[config.mk]
export PLATFORM = sky130hd
export DESIGN_NAME = periph_timer_slave
export DESIGN_NICKNAME = d
export VERILOG_FILES = /design/src/rtl/periph_timer_slave_pkg.sv /design/src/rtl/periph_timer_slave_prescaler.sv /design/src/rtl/periph_timer_slave.sv
export SDC_FILE = /design/constraint.sdc
export NUM_CORES = 1
export LEC_CHECK = 0
export BUFFER_PORTS_ARGS = -buffer_cell sky130_fd_sc_hd__buf_4
export CAP_MARGIN = 5
export CORE_UTILIZATION = 40
export CTS_CLUSTER_DIAMETER = 80
export CTS_CLUSTER_SIZE = 14
export DETAILED_ROUTE_END_ITERATION = 10
export GPL_TIMING_DRIVEN = 0
export PLACE_DENSITY = 0.62
export SLEW_MARGIN = 10
export SYNTH_ARGS = -nofsm -noshare
export SYNTH_HDL_FRONTEND = slang
export SYNTH_SLANG_ARGS = --single-unit
[constraint.sdc]
create_clock -name clk -period 3.2 [get_ports clk]
set_clock_uncertainty 0.1 [all_clocks]
set_input_delay 0.16 -clock clk [delete_from_list [all_inputs] [get_ports clk]]
set_output_delay 0.16 -clock clk [all_outputs]
set_load 0.1 [all_outputs]
[src/rtl/periph_timer_slave_pkg.sv]
// Shared constants for the memory-mapped timer peripheral: register word
// offsets inside the window, TCON bit positions and the default base address.
package periph_timer_slave_pkg;

  localparam logic [31:0] DEFAULT_BASE_ADDR = 32'h4000_0000;

  localparam logic [2:0] OFS_TH      = 3'd0;
  localparam logic [2:0] OFS_TL      = 3'd1;
  localparam logic [2:0] OFS_TCON    = 3'd2;
  localparam logic [2:0] OFS_SYSTICK = 3'd5;

  localparam int TCON_EN = 0;
  localparam int TCON_IE = 1;
  localparam int TCON_ST = 2;

endpackage

[src/rtl/periph_timer_slave_prescaler.sv]
// Clock divider for the timer: while enabled it counts clk cycles and emits a
// one-cycle tick every PRESCALE enabled cycles. Disabling freezes the count
// rather than clearing it, so a paused timer resumes mid-period.
module timer_prescaler #(
  parameter int unsigned PRESCALE = 1
) (
  input  logic clk,
  input  logic reset_b,
  input  logic en,
  output logic tick
);

  localparam logic [15:0] LAST = 16'(PRESCALE - 1);

  logic [15:0] r_pcnt;

  assign tick = en && (r_pcnt == LAST);

  // Count enabled cycles, wrapping to zero on the cycle that produces a tick.
  always_ff @(posedge clk) begin
    if (reset_b) begin
      r_pcnt <= '0;
    end else if (en) begin
      r_pcnt <= (r_pcnt == LAST) ? 16'd0 : r_pcnt + 16'd1;
    end
  end

endmodule

[src/rtl/periph_timer_slave.sv]
// Timer peripheral on the MEM-stage load/store bus: reloadable up-counter
// TH/TL, control/status TCON, free-running SYSTICK and a level interrupt.
module periph_timer_slave
  import periph_timer_slave_pkg::*;
#(
  parameter logic [31:0] BASE_ADDR = DEFAULT_BASE_ADDR,
  parameter int unsigned PRESCALE  = 1
) (
  input  logic        clk,
  input  logic        reset_b,
  input  logic [31:0] addr,
  input  logic [31:0] wdata,
  input  logic        mem_read,
  input  logic        mem_write,
  output logic [31:0] rdata,
  output logic        hit,
  output logic        irqout
);

  logic [31:0] r_th;
  logic [31:0] r_tl;
  logic [2:0]  r_tcon;
  logic [31:0] r_systick;

  logic [31:0] w_offset;
  logic        w_inWin;
  logic [2:0]  w_sel;
  logic        w_wr;
  logic        w_wrTh;
  logic        w_wrTl;
  logic        w_wrTcon;
  logic        w_tick;
  logic        w_ovf;
  logic [2:0]  w_tconNext;

  // Window decode works on the offset so a base that is not 32-byte aligned
  // still maps its first word to TH; the low two address bits are dropped.
  assign w_offset = addr - BASE_ADDR;
  assign w_inWin  = (w_offset < 32'd32);
  assign w_sel    = w_offset[4:2];

  assign hit      = w_inWin && (mem_read || mem_write);
  assign w_wr     = hit && mem_write;
  assign w_wrTh   = w_wr && (w_sel == OFS_TH);
  assign w_wrTl   = w_wr && (w_sel == OFS_TL);
  assign w_wrTcon = w_wr && (w_sel == OFS_TCON);

  timer_prescaler #(
    .PRESCALE(PRESCALE)
  ) u_prescaler (
    .clk    (clk),
    .reset_b(reset_b),
    .en     (r_tcon[TCON_EN]),
    .tick   (w_tick)
  );

  // A software store to TL suppresses the overflow, so it also cannot raise
  // the status bit on that cycle.
  assign w_ovf = w_tick && (r_tl == 32'hFFFF_FFFF) && !w_wrTl;

  assign irqout = r_tcon[TCON_IE] && r_tcon[TCON_ST];

  // Load data is a pure function of the address and pre-edge register state.
  always_comb begin
    rdata = '0;
    if (w_inWin) begin
      case (w_sel)
        OFS_TH:      rdata = r_th;
        OFS_TL:      rdata = r_tl;
        OFS_TCON:    rdata = {29'd0, r_tcon};
        OFS_SYSTICK: rdata = r_systick;
        default:     rdata = '0;
      endcase
    end
  end

  // Next TCON: software write first, then a hardware status set on overflow
  // wins over a software clear so no interrupt is dropped.
  always_comb begin
    w_tconNext = r_tcon;
    if (w_wrTcon) begin
      w_tconNext = wdata[2:0];
    end
    if (w_ovf && r_tcon[TCON_IE]) begin
      w_tconNext[TCON_ST] = 1'b1;
    end
  end

  // Reload register and counter; a TL store beats both increment and reload,
  // and a reload uses TH from before any same-cycle TH store.
  always_ff @(posedge clk) begin
    if (reset_b) begin
      r_th <= '0;
      r_tl <= '0;
    end else begin
      if (w_wrTh) begin
        r_th <= wdata;
      end
      if (w_wrTl) begin
        r_tl <= wdata;
      end else if (w_ovf) begin
        r_tl <= r_th;
      end else if (w_tick) begin
        r_tl <= r_tl + 32'd1;
      end
    end
  end

  // Control/status register update.
  always_ff @(posedge clk) begin
    if (reset_b) begin
      r_tcon <= '0;
    end else begin
      r_tcon <= w_tconNext;
    end
  end

  // Free-running cycle counter, not writable by software.
  always_ff @(posedge clk) begin
    if (reset_b) begin
      r_systick <= '0;
    end else begin
      r_systick <= r_systick + 32'd1;
    end
  end

endmodule

==> Flow_metrics.wiki <==
{| class="wikitable"
! Metric !! Value
|-
| Outcome || complete, no violations
|-
| Lkg Pwr || 2.91 nW
|-
| Dominant cells by area after synthesis || sky130_fd_sc_hd__dfxtp_1, sky130_fd_sc_hd__nand2_1, sky130_fd_sc_hd__nor2_1
|-
| Instance area at placement || roughly 7800 sq um
|-
| CP max-delay cell || sky130_fd_sc_hd__clkbuf_1
|-
| Setup Viol. Count Final || 0
|-
| Combined area of the multi-input logic cells || approximately 4200 sq um
|-
| Period minus WS final || 2.96 ns
|-
| Number of synthesized flops with an enable pin || 0
|-
| Cell at the root of the clock tree || sky130_fd_sc_hd__clkbuf_16
|-
| First-pass GRT wire length || roughly 38,000 microns
|-
| Final wirelength || ~25,000 microns
|-
| Average via count per standard cell || 5.88
|-
| Biggest area consumer among synthesized cells || sky130_fd_sc_hd__dfxtp_1
|-
| Final Net Count || around 1,100
|-
| Post-Syn Nets || between 900 and 1,000
|-
| Combinational family with the most area after synthesis || simple AND/OR/NAND/NOR gates
|-
| Weighted congestion at the end of routability-driven global placement || 0.974
|-
| Portion of the post-synthesis area used by sequential elements || 33.6%
|-
| HPWL reported at the end of detailed placement || 17,700 microns
|-
| Number of warnings reported in the yosys synthesis log || 0
|-
| Flip-flop cell with the highest count after synthesis || sky130_fd_sc_hd__dfxtp_1
|-
| Synth top area share || around a third
|-
| Area of the mapped netlist || between 6000 and 7000 sq um
|-
| Bufs on Longest Clock Path || 2
|-
| Number of routed nets with antenna violations || 0
|-
| Critical path launch point || u_prescaler.r_pcnt[0]
|-
| Proportion of synthesized area in mux cells || 4.96%
|-
| Distinct cell type count after synthesis || 63
|-
| Register-to-Register Setup Slack || 0.24 ns
|-
| Number of instances on the worst hold path || 2
|-
| Effective utilization at floorplan || between 40% and 50%
|-
| Synthesized-area fraction occupied by adder cells || less than 1%
|-
| Global router's overall resource usage || between 20 and 30%
|-
| Clock buffers created by TritonCTS || 17
|-
| Antenna violations before repair || 0
|-
| Number of instances in the synthesized netlist || 893
|-
| Pre-antenna DRT Iters || 6
|-
| Final critical-path share of the clock period || 92.5%
|-
| Synth Register Bits || between 100 and 150
|-
| Hold Fails Final Rpt || 0
|-
| Series of cell instances along the critical path || inv_1, ha_1, nor4b_1, and4_1, clkbuf_1, clkbuf_1, nand4_1, a211oi_1, o211ai_1
|-
| Levels on crit path || 9
|-
| Share of the synthesized netlist area taken by xor and xnor gates || under 10%
|-
| Worst r2r src || u_prescaler.r_pcnt[0]
|-
| Worst path buffer plus inverter count || 3
|-
| Die Ht || about 130 microns
|-
| Area Growth Syn to Fin || 27.0%
|-
| Worst Reg2Reg Path Length in Cells || 9
|-
| I/O pin total || about 100
|-
| Number of input and output port buffers inserted || 95
|-
| Reg clk slew, reported paths || approximately 0.06 ns
|-
| Filler instances || 1,636
|-
| Kind of cell adding the most delay to the critical path || buffers and inverters
|-
| Data required time at the worst endpoint || about 3.4 ns
|-
| Highest cell delay on the worst timing path || 0.57 ns
|-
| CP endpoint kind || flip-flop
|-
| CTS H-tree depth || 4
|-
| Crit path capture || r_tl[19]
|-
| Crit path launch type || flip-flop
|-
| Post-route standard cell area excluding fillers || roughly 8700 sq um
|-
| DIE AREA || between 15,000 and 20,000 sq um
|-
| Worst max-slew margin expressed relative to the limit || between 10% and 20%
|-
| Area taken by flip-flops and latches || between 2000 and 2500 sq um
|-
| N_diodes || 0
|-
| Number of global-route vias before repair || ~7,000
|-
| Worst setup path class || reg -> reg
|-
| Area inside the core boundary || approximately 17,000 sq um
|-
| Setup repair after global routing missed its margin || false
|-
| Detail-routed net length per standard cell || approximately 20 microns
|-
| Cell mode on critical path || sky130_fd_sc_hd__clkbuf_1
|-
| Maximum number of pins on one net before global-route repair || 17
|-
| Kind of path behind the tightest hold check || in -> reg
|-
| Total of max-cap violations || 0
|-
| Most common cell in the netlist || sky130_fd_sc_hd__dfxtp_1
|-
| Total congestion overflow || 0
|-
| First DRT Iteration DRCs || 639
|-
| Critical path peak fanout || 10
|-
| Final number of max-transition violations || 0
|-
| Layout cell share with drive strength beyond 1 || between 10% and 20%
|-
| Most frequent cells after synthesis || sky130_fd_sc_hd__dfxtp_1, sky130_fd_sc_hd__nand2_1, sky130_fd_sc_hd__nor2_1, sky130_fd_sc_hd__a21oi_1, sky130_fd_sc_hd__clkbuf_1
|-
| Post-synthesis average cell area || 7.66 sq um
|-
| Crit Reg-Reg Endpoint || r_tl[19]
|-
| Worst-Skew Late Latency || roughly 0.43 ns
|-
| Row count || 47
|-
| Clock sink count || around 120
|-
| Maximum vdd drop || 442 uV
|-
| Residual DRC count || 0
|-
| TritonCTS clock tree || done
|-
| Max Freq || 338 MHz
|-
| Actual slew at the worst max-slew pin || 1.26 ns
|-
| Total power divided by cell area || approximately 390 nW/um^2
|-
| Die Width || 133 microns
|-
| Synth async-reset ratio || 0%
|-
| Post-synthesis compound-gate area fraction || a little under a fifth
|-
| Simple-gate area share of the yosys netlist || approximately 30%
|-
| Signal arrival time at the worst endpoint || about 3.2 ns
|-
| Detailed-route via count || roughly 7,500
|-
| Hold WS || roughly 0.18 ns
|}
==> kinds of logic (layout without fill, tap and decap cells) <==
family                     Yosys count  after routing
adders and majority gates            4              4
AOI/OAI and AO/OA                  192            192
xor gates and xnor gates            55             55
and+or+nand+nor                    408            408
DFF                                115            115
buffers and inverters               88            245
muxes                               31             31
==> final cells by class <==
class / count / area share, %
repair buffers: 127 / 11.9
clock buffers: 25 / 5.47
inverters: 17 / 0.734
well taps: 220 / 3.17
plain buffers: 70 / 3.43
flip-flops and latches: 115 / 26.5
clock inverters: 6 / 0.634
multi-input cells: 690 / 48.2
==> worst reg2reg max path, delay by kind of cell, from the launching register on <==
family	cells	cell delay [ns]
buffers and inverters	3	1.09
AND/OR/NAND/NOR	3	0.79
adder cells (fa/ha/maj)	1	0.15
AO/OA/AOI/OAI	2	0.37
flip-flops	1	0.36
==> metrics by stage <==
step / util [%] / power (W) / cells / setup slack (ns) / setup TNS [ns]
5_1_grt: 52.2 / 0.00348 / 1270 / 0.0728 / 0
3_5_place_dp: 47.1 / 0.00164 / 1208 / 0.183 / 0
6_report: 52.2 / 0.00340 / 1270 / 0.239 / 0
4_1_cts: 52.2 / 0.00341 / 1271 / 0.155 / 0
2_1_floorplan: - / 0.00153 / 893 / -0.168 / -1.68
3_3_place_gp: 47.1 / 0.00164 / 1208 / 0.213 / 0
==> repair_timing <==
item / in CTS / in global routing
gates resized for setup: 0 / 3
hold buffers: 32 / 0
setup buffers: 0 / 0
endpoints found under the setup margin: 0 / 14
hold endpoints to repair: 56 / 0
==> report_power, final <==
group,internal [W],total (W),switching (W)
sequential,0.00144,0.00144,0.00000375
combinational,0.0000935,0.000203,0.000109
clock,0.00110,0.00176,0.000665
==> layout by cell type (no fill, tap or decap), drive strengths merged, types with 4 or more instances in the layout <==
cell type	synthesis	final
a211o	7	7
nand2	105	105
xnor2	33	33
a211oi	14	14
nand4	27	27
nand3	43	43
dlygate4sd3	0	32
dfxtp	115	115
and2	5	5
or4	5	5
ha	4	4
o211ai	5	5
xor2	22	22
a2111oi	4	4
a41oi	4	4
a21oi	57	57
nor2	106	106
o21ai	40	40
nor3	32	32
mux2	23	23
o41ai	5	5
clkbuf	56	81
buf	15	109
nor4b	7	7
a22oi	30	30
a31oi	4	4
nor4	30	30
and4	11	11
or3	8	8
inv	17	17
and3	16	16
clkinv	0	5
mux2i	8	8
==> sequential cells by signal (all words and copies together), names as in the netlist <==
name and cells:
r_systick 32, r_tcon 3, r_th 32, r_tl 32, u_prescaler.r_pcnt 16
==> routing by layer <==
metal  wire (microns)  up-vias  GRT usage [%]  part of all wire [%]
li1                 -     3529              -                     -
met1            10700     3512           36.6                    43
met2            11000      359           43.2                    45
met3             2180       65           7.32                   8.8
met4              854        0           13.3                   3.5
met5                0        -              0                     0
==> worst min path at each step <==
stage               from         to  slack, ns
4_1_cts          reset_b    r_tl[1]       0.14
3_3_place_gp   wdata[12]   r_tl[12]       0.29
3_5_place_dp    wdata[6]    r_tl[6]       0.29
2_1_floorplan  wdata[10]   r_tl[10]       0.19
6_report         reset_b    r_tl[1]       0.18
5_1_grt        mem_write  r_tcon[0]       0.22
Note: power is estimated with default switching activity, not from simulation.
